**src/rtl/bin2bcd_dd_ctrl_if.sv**
```systemverilog
`default_nettype none
// ============================================================================
//  Module   : bin2bcd_dd_ctrl_if
//  Purpose  : Handshake/data bundle for the bin2bcd_dd_ctrl converter.
//  Signals  : start   - conversion request (master -> slave)
//             bin_in  - binary operand, BIN_W bits (master -> slave)
//             busy    - converter occupied (slave -> master)
//             done    - one-cycle completion pulse (slave -> master)
//             bcd_out - result, 4*DIGITS bits, digit 0 = units (slave -> master)
//             ovf     - result needed more than DIGITS digits (slave -> master)
//  Revision : 1.0 - initial release
// ============================================================================
interface bin2bcd_dd_ctrl_if #(
  parameter int BIN_W  = 8,
  parameter int DIGITS = 3
);
  logic                  start;
  logic [BIN_W-1:0]      bin_in;
  logic                  busy;
  logic                  done;
  logic [4*DIGITS-1:0]   bcd_out;
  logic                  ovf;

  modport master (
    output start, bin_in,
    input  busy, done, bcd_out, ovf
  );

  modport slave (
    input  start, bin_in,
    output busy, done, bcd_out, ovf
  );
endinterface
`default_nettype wire

```
**src/rtl/bin2bcd_dd_ctrl.sv**
```systemverilog
`default_nettype none
// ============================================================================
//  Module   : bin2bcd_dd_ctrl
//  Purpose  : Multi-cycle binary-to-BCD converter (shift-and-add-3). One digit
//             correction plus one shift per clock, BIN_W clocks per operand,
//             wrapped in a start/busy/done handshake.
//  Ports    : clk  - rising-edge clock
//             rst  - asynchronous active-high reset
//             bus  - bin2bcd_dd_ctrl_if.slave (start, bin_in, busy, done,
//                    bcd_out, ovf)
//  Config   : BIN2BCD_XS3_OUT_EN - when defined, the registered result is
//             Excess-3 coded (each digit + 3); otherwise plain 8421 BCD.
//  Revision : 1.0 - initial release
// ============================================================================
module bin2bcd_dd_ctrl #(
  parameter int BIN_W  = 8,
  parameter int DIGITS = 3
) (
  input  wire logic         clk,
  input  wire logic         rst,
  bin2bcd_dd_ctrl_if.slave  bus
);

  localparam int ACC_W = 4 * DIGITS;
  localparam int CNT_W = $clog2(BIN_W + 1);
  localparam logic [CNT_W-1:0] c_CNT_INIT = CNT_W'(BIN_W);
  localparam logic [CNT_W-1:0] c_CNT_ONE  = CNT_W'(1);

  typedef enum logic [1:0] {
    S_IDLE = 2'd0,
    S_CONV = 2'd1,
    S_DONE = 2'd2
  } state_t;

  state_t             r_state;
  state_t             w_state_nxt;

  logic [BIN_W-1:0]   r_bin_sh;
  logic [ACC_W-1:0]   r_acc;
  logic [CNT_W-1:0]   r_cnt;
  logic               r_ovf_int;
  logic [ACC_W-1:0]   r_bcd_out;
  logic               r_ovf;

  logic               w_accept;
  logic               w_last;
  logic               w_busy;
  logic               w_done;

  logic [ACC_W-1:0]   w_acc_adj;
  logic [ACC_W-1:0]   w_acc_shift;
  logic [BIN_W-1:0]   w_bin_shift;
  logic               w_carry;
  logic               w_ovf_step;
  logic [ACC_W-1:0]   w_result;

  // --------------------------------------------------------------------------
  // FSM state register
  // --------------------------------------------------------------------------
  always_ff @(posedge clk or posedge rst) begin
    if (rst) begin
      r_state <= S_IDLE;
    end else begin
      r_state <= w_state_nxt;
    end
  end

  // --------------------------------------------------------------------------
  // FSM next-state and handshake outputs
  // --------------------------------------------------------------------------
  always_comb begin
    w_state_nxt = r_state;
    w_accept    = 1'b0;
    w_last      = 1'b0;
    w_busy      = 1'b0;
    w_done      = 1'b0;
    case (r_state)
      S_IDLE: begin
        if (bus.start) begin
          w_accept    = 1'b1;
          w_state_nxt = S_CONV;
        end
      end
      S_CONV: begin
        w_busy = 1'b1;
        if (r_cnt == c_CNT_ONE) begin
          w_last      = 1'b1;
          w_state_nxt = S_DONE;
        end
      end
      S_DONE: begin
        // start is deliberately not looked at here; the next accept can
        // only happen from IDLE.
        w_busy      = 1'b1;
        w_done      = 1'b1;
        w_state_nxt = S_IDLE;
      end
      default: begin
        w_state_nxt = S_IDLE;
      end
    endcase
  end

  // --------------------------------------------------------------------------
  // Digit correction: any digit >= 5 gets +3 so that the following shift
  // carries correctly into the next decimal digit. The add wraps inside the
  // 4-bit slice; the top slice's overflow is picked up by the shift below.
  // --------------------------------------------------------------------------
  for (genvar d = 0; d < DIGITS; d++) begin : g_digit
    logic [3:0] w_slice;
    assign w_slice                = r_acc[4*d +: 4];
    assign w_acc_adj[4*d +: 4]    = (w_slice >= 4'd5) ? (w_slice + 4'd3) : w_slice;
  end

  // {carry, acc, bin_sh} << 1 : the operand MSB enters the units digit and
  // the bit leaving the top digit marks a value beyond DIGITS digits.
  assign w_carry     = w_acc_adj[ACC_W-1];
  assign w_acc_shift = {w_acc_adj[ACC_W-2:0], r_bin_sh[BIN_W-1]};
  assign w_bin_shift = r_bin_sh << 1;
  assign w_ovf_step  = r_ovf_int | w_carry;

  // --------------------------------------------------------------------------
  // Output encoding applied only at the moment the result is registered.
  // --------------------------------------------------------------------------
`ifdef BIN2BCD_XS3_OUT_EN
  for (genvar d = 0; d < DIGITS; d++) begin : g_xs3
    assign w_result[4*d +: 4] = w_acc_shift[4*d +: 4] + 4'd3;
  end
`else
  assign w_result = w_acc_shift;
`endif

  // --------------------------------------------------------------------------
  // Datapath registers
  // --------------------------------------------------------------------------
  always_ff @(posedge clk or posedge rst) begin
    if (rst) begin
      r_bin_sh  <= '0;
      r_acc     <= '0;
      r_cnt     <= '0;
      r_ovf_int <= 1'b0;
      r_bcd_out <= '0;
      r_ovf     <= 1'b0;
    end else if (w_accept) begin
      r_bin_sh  <= bus.bin_in;
      r_acc     <= '0;
      r_cnt     <= c_CNT_INIT;
      r_ovf_int <= 1'b0;
    end else if (r_state == S_CONV) begin
      r_bin_sh  <= w_bin_shift;
      r_acc     <= w_acc_shift;
      r_cnt     <= r_cnt - c_CNT_ONE;
      r_ovf_int <= w_ovf_step;
      if (w_last) begin
        r_bcd_out <= w_result;
        r_ovf     <= w_ovf_step;
      end
    end
  end

  assign bus.busy    = w_busy;
  assign bus.done    = w_done;
  assign bus.bcd_out = r_bcd_out;
  assign bus.ovf     = r_ovf;

endmodule
`default_nettype wire

```
**src/flat_wrapper.sv**
```systemverilog
// flat-port wrapper written by rule: the top's interface ports become plain ports
module bin2bcd_dd_ctrl_flat 
#(
  parameter int BIN_W  = 8,
  parameter int DIGITS = 3
)
  (clk, rst, bus_start, bus_bin_in, bus_busy, bus_done, bus_bcd_out, bus_ovf);
  bin2bcd_dd_ctrl_if #(.BIN_W(BIN_W), .DIGITS(DIGITS)) bus_i ();
  input  wire logic clk;
  input  wire logic rst;
  input wire logic [$bits(bus_i.start)-1:0] bus_start;
  input wire logic [$bits(bus_i.bin_in)-1:0] bus_bin_in;
  output wire logic [$bits(bus_i.busy)-1:0] bus_busy;
  output wire logic [$bits(bus_i.done)-1:0] bus_done;
  output wire logic [$bits(bus_i.bcd_out)-1:0] bus_bcd_out;
  output wire logic [$bits(bus_i.ovf)-1:0] bus_ovf;
  assign bus_i.start = bus_start;
  assign bus_i.bin_in = bus_bin_in;
  assign bus_busy = bus_i.busy;
  assign bus_done = bus_i.done;
  assign bus_bcd_out = bus_i.bcd_out;
  assign bus_ovf = bus_i.ovf;
  bin2bcd_dd_ctrl #(.BIN_W(BIN_W), .DIGITS(DIGITS)) u_core (.clk(clk), .rst(rst), .bus(bus_i));
endmodule
```
**config.mk**
```make
export PLATFORM = sky130hd
export DESIGN_NAME = bin2bcd_dd_ctrl_flat
export DESIGN_NICKNAME = d
export VERILOG_FILES = /design/src/rtl/bin2bcd_dd_ctrl_if.sv /design/src/rtl/bin2bcd_dd_ctrl.sv /design/src/flat_wrapper.sv
export SDC_FILE = /design/constraint.sdc
export NUM_CORES = 1
export LEC_CHECK = 0
export BUFFER_PORTS_ARGS = -buffer_cell sky130_fd_sc_hd__clkbuf_2
export CAP_MARGIN = 20
export CORE_MARGIN = 1
export CORE_UTILIZATION = 57
export CTS_BUF_LIST = sky130_fd_sc_hd__clkbuf_8 sky130_fd_sc_hd__clkbuf_16
export DETAILED_ROUTE_END_ITERATION = 8
export PLACE_DENSITY = 0.79
export SKIP_LAST_GASP = 1
export SLEW_MARGIN = 20
export SYNTH_ARGS = -nofsm -noshare
export SYNTH_HDL_FRONTEND = slang
export SYNTH_SLANG_ARGS = --single-unit
export TNS_END_PERCENT = 50
```
**constraint.sdc**
```tcl
create_clock -name clk -period 1.66 [get_ports clk]
set_input_delay 0.332 -clock clk [delete_from_list [all_inputs] [get_ports clk]]
set_output_delay 0.332 -clock clk [all_outputs]
set_load 0.01 [all_outputs]
```
==> impl.org, run 1 <==
** Outcome
- Run status :: finished, final reports clean

** Power and ir drop
- The worst-case IR drop observed on VDD is 841 uV.
- For this design the static power due to leakage is 1.12 nW.
- After layout, the design draws a total of 4.12 mW.
- Power density relative to cell area :: 1720 mW/mm2

** Clock network
- Register clock-pin slew on the reported worst setup and hold paths :: 80 ps
- CTS placed an instance of sky130_fd_sc_hd__clkbuf_8 at the clock tree root.
- Htree depth :: 2
- Counting every sink on the clock net gives 40.
- TritonCTS built the clock tree.
- Number of clock buffers inserted by TritonCTS :: 5
- Number of hold buffers added after CTS :: 0
- Clock Latency Late Sink :: 290 ps
- The longest clock path from root to sink contains 2 buffers.

** Routing
- Max Used Layer :: met4
- Initial DRC Count :: 83
- DRC viols :: 0
- Post-detailed-routing wire length :: 3620 um
- The final route contains 1578 vias.
- Dividing the detail-routed via count by the number of cells gives 5.31.
- The count of nets left with antenna violations once routing finished came out at 0.
- Total length of routed met3 wires :: 154 um
- Detailed-routed wire length on met2 :: 1700 um
- Before antenna repair, the detailed router went through 4 iterations.
- Routed WL per cell :: 12.2 um
- For this block, wires on met1 add up to 1720 um.

** Placement
- HPWL reported at the end of detailed placement :: 2570 um
- PortBufs :: 25
- Final RePlAce weighted congestion :: 0.855

** Hold path
- The path class of the tightest hold or removal check is in -> async.

** Yosys
- Of the post-synthesis cell area, the part taken by muxes is 5.88%.
- The share of the Yosys chip area taken by registers is 48.0%.
- The synthesized netlist occupies a cell area of 0.00209 mm2.
- Synthesized-area fraction occupied by ao, oa, aoi and oai cells :: 15.0%
- By area, the combinational part of the netlist is dominated by simple AND/OR/NAND/NOR gates.
- After Yosys synthesis, full adders, half adders and majority gates account for 7.79% of the synthesized area.
- Post-synth cell types :: 33
- Avg Cell Area, Syn :: 9.62 um2
- Syn. warnings :: 0
- Simple-gate portion of the synthesized area :: 16.1%
- The number of nets handed over by synthesis was 241.
- Counting flops and latches in the post-synthesis netlist gives 40.
- Syn Inst Count :: 217
- Summing the areas of all xor and xnor instances in the mapped netlist gives 2.52% of the synthesized area.

** Floorplan
- The die covers 0.00391 mm2.
- Core footprint :: 0.00342 mm2
- The die is 62.5 um tall.
- The floorplan step set the die width to 62.5 um.
- Number of I/O pins :: 26
- The initial utilization of the core area, before any placement, comes to 61.1%.
- Row generation in the floorplan step produced 21 rows.

** GRT
- Overall routing resource usage :: 21.3%
- Vias in the first global route :: 1491
- For this run the aggregate overflow at the end of global routing stands at 0.
- Largest net degree at the start of global routing :: 41
- Initial antenna violation count :: 0
- The first global-routing pass estimated 6420 um of wire.

** Timing
- Max-slew violation count :: 0
- Worst setup skew after layout :: 10.5 ps
- Timing would allow up to 640 MHz.
- Slew Limit Headroom :: 67.6%
- Final Setup Violations :: 0
- Minimum clock period :: 1560 ps
- Dividing the final minimum period by the clock period gives 94.1%.
- After routing, the total negative slack on setup checks comes to 0 ps.
- Setup repair after global routing left no endpoint under its margin.
- Worst slew pin tran :: 486 ps
- Final-report hold violation count :: 0

** Worst setup path
- Required time at the endpoint of the critical path :: 1890 ps
- Critical path start-end classification :: reg -> reg
- The worst setup path is captured at a register.
- In this run the worst path has a maximum fanout of 5.
- STA puts the critical path data arrival time at 1790 ps.
- Launching element type of the critical path :: register
- Counting cells, the worst reg-to-reg path comes to 6.

** Final layout
- The post-route netlist has 20.3% of its cells at a drive strength greater than 1.
- Leaving out fill and tap cells, the most frequent cells in the layout are sky130_fd_sc_hd__dfrtp_1 (40), sky130_fd_sc_hd__nand2_1 (32), sky130_fd_sc_hd__o21ai_1 (26).
- Antenna Cells :: 0
- Relative to the synthesized area, the layout overhead comes to 14.8%.
- Final Net Count :: 275
- The library cell used most frequently in the layout, excluding fill and tap cells, is sky130_fd_sc_hd__dfrtp_1.

** Job
- Number of violations of the max-capacitance limit :: 0
[cells in the mapped netlist, drive strengths merged]
cell	n	area, um2
a22oi	1	7.51
and3	1	6.26
nor4b	1	15.0
nor3	2	10.0
or3	3	18.8
a211oi	1	7.51
nand2	33	126
and4bb	1	12.5
nor2	5	18.8
nand3b	1	7.51
nand2b	3	18.8
or2	1	6.26
xnor2	5	43.8
a31oi	3	18.8
mux2i	10	100
inv	13	48.8
nor3b	4	30.0
o21ai	34	170
and2	1	6.26
buf	9	50.0
dfrtp	40	1000
nand3	5	25.0
mux2	2	22.5
ha	13	163
nor2b	4	25.0
or3b	1	8.76
a21oi	19	110
xor2	1	8.76
[metal layers]
layer  up-vias  global-route usage (%)
met2        30                    34.1
met5         -                       0
met1       738                    26.4
met3         6                    6.57
li1        804                       -
met4         0                    9.59
[flip-flops by register name, indices dropped and copies added, names as in the netlist]
register / cells
u_core.r_acc: 12
u_core.r_state: 2
u_core.bus.ovf: 1
u_core.bus.bcd_out: 12
u_core.r_cnt: 4
u_core.r_bin_sh: 8
u_core.r_ovf_int: 1
[layout make-up]
cell class | instances | area (um2)
timing repair buffer | 36 | 220
multi-input combinational | 155 | 991
fill | 284 | 1020
inverter | 13 | 48.8
clock inverter | 2 | 8.76
sequential | 40 | 1000
tap | 46 | 57.6
clock buffer | 5 | 68.8
[worst paths after layout]
kind	from	endpoint	slack, ps
hold reg to reg	u_core.bus.bcd_out[2]	u_core.bus.bcd_out[2]	480
max in group asynchronous	rst	u_core.bus.bcd_out[11]	1190
min in group clk	bus_bin_in[0]	u_core.r_bin_sh[0]	240
setup reg to reg	u_core.r_acc[8]	u_core.bus.bcd_out[10]	100
setup / recovery	u_core.r_acc[8]	u_core.bus.bcd_out[10]	100
hold / removal	rst	u_core.bus.bcd_out[2]	120
[power breakdown]
part | internal (mW) | switching (mW)
Clock | 0.279 | 0.320
Sequential | 1.32 | 0.288
Combinational | 0.862 | 1.05
Total | 2.46 | 1.66
[cell families after synthesis]
| group | count (synthesis) |
|---|---|
| simple gates | 66 |
| xor+xnor | 6 |
| fa+ha+maj | 13 |
| mux | 12 |
| flops | 40 |
| compound gates | 58 |
| buf+inv | 22 |
[through the flow]
stage	instances	utilization (%)	setup slack (ps)	hold slack [ps]	instance area (um2)
finish	297	70.1	98.4	120	2400
global route	297	70.1	8.11	189	2400
CTS	296	69.8	38.2	138	2380
detailed placement	289	67.5	49.9	461	2310
global placement	289	67.5	111	459	2310
floorplan	217	-	175	437	2090
[critical path: stages, from the launching register on]
cell                       delay [ps]
sky130_fd_sc_hd__dfrtp_1          420
sky130_fd_sc_hd__inv_1            110
sky130_fd_sc_hd__ha_2             230
sky130_fd_sc_hd__nand2b_1         110
sky130_fd_sc_hd__a21oi_2          180
sky130_fd_sc_hd__mux2_2           350
sky130_fd_sc_hd__o21ai_1          110
[timing repair]
item                                    in CTS  in global routing
endpoints found under the setup margin       0                  4
setup buffers                                0                  1
gates resized for setup                      0                  2
(Power assumes the default switching activity.)
==> run 2, diff against run 1 <==
--- a/config.mk
+++ b/config.mk
@@ -5,6 +5,7 @@
 export SDC_FILE = /design/constraint.sdc
 export NUM_CORES = 1
 export LEC_CHECK = 0
+export ABC_AREA = 1
 export BUFFER_PORTS_ARGS = -buffer_cell sky130_fd_sc_hd__clkbuf_2
 export CAP_MARGIN = 20
 export CORE_MARGIN = 1
==> run 2 against run 1 <==
Effect of this change: non-clock buffer count decreased by 8; total power decreased by 25%; combinational power is 42% lower; sequential power fell by 19%; critical path depth increased by 1; critical path type unchanged.
==> impl.org, run 2 <==
** Floorplan
- The I/O pin total is 26 (unchanged).
- Std-Cell Rows :: 21 (unchanged)
- Die height :: 61.6 um (-1.4%)
- The area inside the core boundary was 0.00336 mm2 (-1.5%).
- Initial core utilization :: 60.3% (-0.83 points)
- The die footprint was 0.00380 mm2 (-2.8%).
- Horiz. Die Dim :: 61.6 um (-1.4%)

** Clock network
- Register clock-pin slew on the reported worst setup and hold paths :: 70 ps (about the same)
- The number of buffers between clock root and the deepest sink came to 2 (unchanged).
- The number of clock sinks seen by CTS was 40 (unchanged).
- CTS tree :: built
- The number of buffers inserted during clock tree synthesis came to 5 (unchanged).
- CTS root buffer :: sky130_fd_sc_hd__clkbuf_8
- Setup Buffers After CTS :: 0 (unchanged)
- Htree depth :: 2 (unchanged)
- Post-CTS Resized :: 0 (unchanged)
- Clock Latency Late Sink :: 290 ps (about the same)
- The total of hold buffers inserted after clock tree synthesis came to 0 (unchanged).

** Worst setup path
- The worst setup path is captured at a register.
- Critical path start-end classification :: reg -> reg
- STA classifies the critical path startpoint as a register.
- The worst reg-to-reg path cell count came to 7 (+1).
- The worst register-to-register path ends at u_core.r_bin_sh[2].
- The endpoint required time on the critical path was 1830 ps (-60 ps).
- The arrival time reported for the critical path endpoint is 1730 ps (-60 ps).
- CP max FO :: 16 (+11)
- R2r startpoint :: u_core.r_state[1]
- The slack of the worst reg-to-reg path was 110 ps (about the same).

** GRT
- The total global routing overflow came to 0 (unchanged).
- Overall routing resource usage :: 24.3% (+3.0 points)
- The first-pass GRT wire length came to 6540 um (+1.8%).
- The largest net degree at the start of global routing was 41 (unchanged).
- The number of antenna violations at the first check in global routing was 0 (unchanged).
- Vias in the first global route :: 1489 (-0.13%)

** Timing
- Worst slew pin tran :: 493 ps (+7.31 ps)
- Period utilisation layout :: 93.5% (-0.62 points)
- Setup repair after global routing could not meet its margin everywhere.
- The minimum period implied by the final worst setup slack is 1550 ps (-10.3 ps).
- Final-report hold violation count :: 0 (unchanged)
- Worst setup skew after layout :: 4.33 ps (-6.20 ps)
- Max-slew violation count :: 0 (unchanged)
- Fmax :: 645 MHz (+0.66%)
- The post-route worst setup slack is 109 ps (+10.3 ps).
- The total setup violations reported at the end of the flow was 0 (unchanged).
- The worst hold slack across all endpoints is 131 ps (+11.1 ps).
- The worst relative slew slack came to 67.1% (-0.49 points).
- Post-Route Setup TNS :: 0 ps (unchanged)

** Yosys
- The netlist area before placement was 0.00203 mm2 (-2.9%).
- The synthesized flop and latch total was 40 (unchanged).
- The post-synth net total was 272 (+13%).
- Share of Yosys cell area claimed by the top area cell type :: 49.4% (+1.4 points)
- Syn Inst Count :: 248 (+14%)
- The number of synthesized flops with an enable pin was 0 (unchanged).
- The number of warnings printed during yosys synthesis was 0 (unchanged).
- The biggest area contributor in the post-synthesis netlist is sky130_fd_sc_hd__dfrtp_1.
- Share of synthesized area occupied by flip-flops and latches :: 49.4% (+1.4 points)
- The share of flip-flops with an asynchronous set or reset is 100% (unchanged).
- Primary FF master, synth :: sky130_fd_sc_hd__dfrtp_1
- By area the synthesized netlist is led by sky130_fd_sc_hd__dfrtp_1 (49%), sky130_fd_sc_hd__nand2_1 (16%), sky130_fd_sc_hd__ha_1 (8.0%).
- The average cell area after synthesis was 8.17 um2 (-15%).
- Among all cell types in the netlist, the one instantiated most often is sky130_fd_sc_hd__nand2_1.
- The number of distinct standard cells referenced by the synthesized netlist is 19 (-42%).
- Cell types with the highest counts after synthesis :: sky130_fd_sc_hd__nand2_1 (85), sky130_fd_sc_hd__dfrtp_1 (40), sky130_fd_sc_hd__inv_1 (35)

** Final layout
- The post-layout instance count excluding filler cells came to 324 (+9.1%).
- The library cells used most frequently in the layout, excluding fill and tap cells, are sky130_fd_sc_hd__nand2_1 (85), sky130_fd_sc_hd__dfrtp_1 (40), sky130_fd_sc_hd__inv_1 (35).
- Most common cell after layout, fill and taps aside :: sky130_fd_sc_hd__nand2_1
- Core Util, Final :: 68.2% (-2.0 points)
- The number of diodes is 0 (unchanged).
- The area growth from synthesis to layout is 13.1%.
- The final layout net count is 302 (+9.8%).
- The fraction of layout cells with a size suffix above 1 came to 14.7% (-5.6 points).
- The count of filler cells inserted in the layout was 299 (+5.3%).
- Area of all placed cells without fillers :: 0.00229 mm2 (-4.3%)

** Power and ir drop
- The overall power consumption came to 3.10 mW (-25%).
- Combinational power share :: 35.7% (-11 points)
- The switching part of the total power was 37.4% (-3.0 points).
- The part of the total power dissipated in sequential elements came to 42.1% (+3.1 points).
- The reported leakage power came to 1.29 nW (+15%).
- The internal power consumption came to 1.94 mW (-21%).
- The net load switching power is 1.16 mW (-30%).
- Power density relative to cell area :: 1350 mW/mm2 (-21%)
- VDD IR max :: 941 uV (+12%)
- The proportion of power drawn by the clock network was 22.2% (+7.7 points).

** Routing
- Post-detailed-routing wire length :: 3850 um (+6.2%)
- Routed WL per cell :: 11.9 um (-2.6%)
- The via density per instance was 5.13 (-3.5%).
- The remaining antenna violation count after routing was 0 (unchanged).
- DRC viols :: 0 (unchanged)
- Initial DRC Count :: 69 (-17%)
- First drt pass iteration count :: 4 (unchanged)
- The total via count in the routed design came to 1662 (+5.3%).

** Placement
- Post-place instance area :: 0.00220 mm2 (-4.8%)
- Final RePlAce weighted congestion :: 0.846 (-1.0%)
- PortBufs :: 25 (unchanged)
- HPWL reported at the end of detailed placement :: 2730 um (+6.1%)
- Worst slack after detailed placement :: 140 ps (+90.3 ps)
- The number of placed instances, taps included is 317 (+9.7%).

** Job
- The number of maximum-capacitance constraint violations came to 0 (unchanged).

** Hold path
- The min-delay analysis places its worst path in the category in -> async.

** Outcome
- The flow ran to the end, and the final reports show no timing, DRC or antenna violations.
[run 2: kinds of logic (layout without fill, tap and decap cells)]
group / Yosys count / count (layout) / share of synthesized area [%]
fa+ha+maj: 13 / 13 / 8.02
compound gates: 30 / 30 / 8.83
buf+inv: 43 / 73 / 8.83
flops: 40 / 40 / 49.4
simple gates: 122 / 122 / 24.9
[run 2: power groups by stage]
stage | combinational [mW] | clock [mW] | sequential, mW
floorplan | 0.844 | 0 | 1.31
global placement | 1.06 | 0 | 1.31
detailed placement | 1.10 | 0 | 1.32
CTS | 1.12 | 0.703 | 1.30
global route | 1.29 | 0.734 | 1.34
finish | 1.11 | 0.687 | 1.30
[run 2: final cells by class]
| class | count | area [um2] | share of cell area (%) |
|---|---|---|---|
| sequential | 40 | 1000 | 43.7 |
| tap | 46 | 57.6 | 2.51 |
| multi-input combinational | 165 | 847 | 37.0 |
| inverter | 38 | 143 | 6.22 |
| timing repair buffer | 28 | 148 | 6.44 |
| clock buffer | 7 | 96.3 | 4.20 |
[run 2: per-layer routing]
metal  wire length (um)  up-vias  global-route usage, %
met5                  0        -                      0
met4                 65        0                   11.4
met3                219        8                   7.35
met2               1700       45                   35.5
met1               1860      759                   33.1
li1                   -      850                      -
[run 2: how the worst max path moves through the flow]
stage | from | to | slack [ps] | cells after the start
floorplan | u_core.r_state[1] | u_core.bus.bcd_out[4] | 360 | 8
global placement | u_core.r_state[1] | u_core.r_bin_sh[2] | 210 | 7
detailed placement | u_core.r_state[1] | u_core.r_bin_sh[2] | 140 | 7
CTS | u_core.r_state[1] | u_core.r_bin_sh[2] | 110 | 7
global route | u_core.r_state[1] | u_core.r_bin_sh[2] | -9 | 7
finish | u_core.r_state[1] | u_core.r_bin_sh[2] | 110 | 7
[run 2: critical path, cell delays in order (launching register included)]
cell and delay [ps]:
sky130_fd_sc_hd__dfrtp_1 390, sky130_fd_sc_hd__inv_1 130, sky130_fd_sc_hd__ha_1 250, sky130_fd_sc_hd__inv_1 100, sky130_fd_sc_hd__nand2_2 250, sky130_fd_sc_hd__inv_2 140, sky130_fd_sc_hd__nand2_1 90, sky130_fd_sc_hd__o211ai_1 70
==> run 3, diff against run 2 <==
==> constraint.sdc (replaced) <==
create_clock -name clk -period 1.66 [get_ports clk]
set_input_delay 0.332 -clock clk [delete_from_list [all_inputs] [get_ports clk]]
set_output_delay 0.332 -clock clk [all_outputs]
set_load 0.1 [all_outputs]
==> run 3 against run 2 <==
Effect of this change: maximum frequency down 4.1%; final area is 1.0% higher; hold slack improved by 4.2 ps; register-to-register slack gained 40 ps; critical endpoint is now bus_busy; combinational power rose by 52%; critical path type is now reg -> out; sequential power barely moved; total power rose by 16%; sequential share of layout area fell by 0.45 points; wire length rose by 5.0%; clock power is 13% lower; utilization increased by 0.71 points; largest power group is now combinational cells; non-clock buffer count is 1 higher.
==> impl.org, run 3 (synthesis gave the netlist of run 2 again) <==
** GRT
- The number of global-route vias before repair is 1517 (+1.9%).
- Initial antenna violation count :: 0 (unchanged)
- The largest net degree at the start of global routing came to 41 (unchanged).
- The total global routing overflow is 0 (unchanged).
- The global-route usage over all layers is 24.7% (+0.42 points).
- Wire length of the first global-routing pass :: 6590 um (+0.73%)

** Timing
- Fmax :: 618 MHz (-4.1%)
- Slew Limit Headroom :: 64.1% (-3.0 points)
- Worst Hold Slack :: 135 ps (+4.23 ps)
- The minimum period implied by the final worst setup slack was 1620 ps (+65.9 ps).
- RSZ-0062 raised after global routing :: true
- The total count of max-transition violations in the final report came to 0 (unchanged).
- The clock skew is 6.90 ps (+2.57 ps).
- Period utilisation layout :: 97.4% (+4.0 points)
- The hold violation total from the final report was 0 (unchanged).
- Least setup slack across all paths after layout :: 42.8 ps (-65.9 ps)
- Worst slew pin tran :: 541 ps (+47.8 ps)
- Final Setup Violations :: 0 (unchanged)

** Clock network
- Clock Latency Late Sink :: 290 ps (about the same)
- Htree depth :: 2 (unchanged)
- Number of clock buffers inserted by TritonCTS :: 5 (unchanged)
- The number of clock sinks seen by CTS is 40 (unchanged).
- The clock-pin slew reported for the worst setup and hold paths after clock tree synthesis is 70 ps (about the same).
- Maximum count of clock buffers along a single path :: 2 (unchanged)
- CTS root buffer :: sky130_fd_sc_hd__clkbuf_8
- The total of hold buffers inserted after clock tree synthesis came to 0 (unchanged).
- TritonCTS built the clock tree.

** Placement
- HPWL reported at the end of detailed placement :: 2820 um (+3.5%)
- Final RePlAce weighted congestion :: 0.888 (+4.9%)
- The total of buffers placed on input and output ports is 25 (unchanged).
- Worst slack after detailed placement :: 123 ps (-16.8 ps)

** Worst setup path
- The arrival time reported for the critical path endpoint was 1290 ps (-440 ps).
- Register-to-Register Path Depth :: 7 (unchanged)
- The slack of the worst reg-to-reg path is 150 ps (+40 ps).
- The endpoint required time on the critical path is 1330 ps (-500 ps).
- Setup crit end kind :: primary output
- In this run the worst setup path begins at u_core.r_state[0].
- Following the worst setup path forward leads to its endpoint at bus_busy.
- The top fanout value on the critical path came to 4 (-12).
- The worst register-to-register path begins at u_core.r_state[0].
- The critical path is of the reg -> out type.
- STA classifies the critical path startpoint as a register.
- Endpoint of the worst-slack reg-to-reg timing path :: u_core.r_acc[9]

** Floorplan
- Number of I/O pins :: 26 (unchanged)
- The die footprint is 0.00380 mm2 (unchanged).
- The starting density of the core came to 60.3% (unchanged).
- The die boundary height was 61.6 um (unchanged).
- The number of rows in the core area is 21 (unchanged).
- The die width was 61.6 um (unchanged).
- Core footprint :: 0.00336 mm2 (unchanged)

** Final layout
- Synth-to-Final Area Change :: 14.3%
- Final Net Count :: 303 (+0.33%)
- The number of diodes came to 0 (unchanged).
- The fraction of layout cells with a size suffix above 1 was 14.7% (-0.053 points).
- Most common cell after layout, fill and taps aside :: sky130_fd_sc_hd__nand2_1
- In the layout the commonest cells are sky130_fd_sc_hd__nand2_1 (85), sky130_fd_sc_hd__dfrtp_1 (40), sky130_fd_sc_hd__inv_1 (36).

** Routing
- The detailed-route wire length on metal 1 came to 1850 um (-0.16%).
- Detailed-routed wire length on met2 :: 1900 um (+11%)
- The remaining antenna violation count after routing was 0 (unchanged).
- The DRC marker count from the first detailed-route iteration came to 83 (+20%).
- The average wire per cell in the routed design was 12.4 um (+4.7%).
- First drt pass iteration count :: 4 (unchanged)
- DRC viols :: 0 (unchanged)
- The total via count in the routed design came to 1680 (+1.1%).
- Max Used Layer :: met4
- Total length of routed met3 wires :: 202 um (-7.8%)
- Post-detailed-routing wire length :: 4040 um (+5.0%)
- The via density per instance came to 5.17 (+0.77%).

** Hold path
- Worst min path class :: in -> async

** Power and ir drop
- The power per unit of standard cell area came to 1550 mW/mm2 (+15%).
- VDD IR max :: 1020 uV (+8.0%)
- The reported leakage power came to 1.30 nW (+0.84%).

** Outcome
- Run status :: finished, final reports clean

** Job
- The number of maximum-capacitance constraint violations was 0 (unchanged).
## run 3: worst min-delay path by stage
| stage | start | slack [ps] | endpoint | cells past startpoint |
|---|---|---|---|---|
| floorplan | u_core.r_acc[1] | 450 | u_core.r_acc[1] | 2 |
| CTS | rst | 150 | u_core.bus.bcd_out[0] | 3 |
| detailed placement | rst | 470 | u_core.bus.bcd_out[0] | 3 |
| global placement | u_core.bus.bcd_out[11] | 450 | u_core.bus.bcd_out[11] | 2 |
| finish | rst | 140 | u_core.r_bin_sh[6] | 3 |
| global route | rst | 180 | u_core.r_acc[5] | 3 |
## run 3: worst max-delay path: stages, from the launching register on
cell and delay (ps):
sky130_fd_sc_hd__dfrtp_1 380, sky130_fd_sc_hd__inv_1 90, sky130_fd_sc_hd__ha_1 340, sky130_fd_sc_hd__buf_12 180
## run 3: what timing repair did
action                                  CTS  global route
setup buffers                             0             1
endpoints found under the setup margin    0             3
gates resized for setup                   0             1
## run 3: where the power goes
| group | switching [mW] | internal, mW | total, mW | leakage, nW |
|---|---|---|---|---|
| Sequential | 0.112 | 1.19 | 1.31 | 0.537 |
| Combinational | 1.19 | 0.499 | 1.69 | 0.717 |
| Clock | 0.317 | 0.279 | 0.596 | 0.0452 |
## run 3: final cells by class
class,count,area [um2]
Tap cell,46,57.6
Clock buffer,5,68.8
Inverter,38,143
Timing Repair Buffer,29,185
Multi-Input combinational cell,165,852
Fill cell,288,1050
Clock inverter,2,8.76
Sequential cell,40,1000
## run 3: through the flow
step | utilization [%] | power (mW) | std cells | TNS (ps) | cell area (um2)
global placement | 66.2 | 2.92 | 317 | 0 | 2230
floorplan | - | 2.59 | 248 | 0 | 2030
finish | 68.9 | 3.59 | 325 | 0 | 2320
CTS | 68.5 | 3.58 | 324 | 0 | 2300
global route | 68.9 | 3.86 | 325 | -5.88 | 2320
detailed placement | 66.2 | 2.97 | 317 | 0 | 2230
## run 3: metal layers
| metal | vias to the layer above | global-route usage (%) |
|---|---|---|
| li1 | 856 | - |
| met1 | 759 | 32.5 |
| met2 | 55 | 38.9 |
| met3 | 10 | 5.67 |
| met4 | 0 | 11.4 |
| met5 | - | 0 |
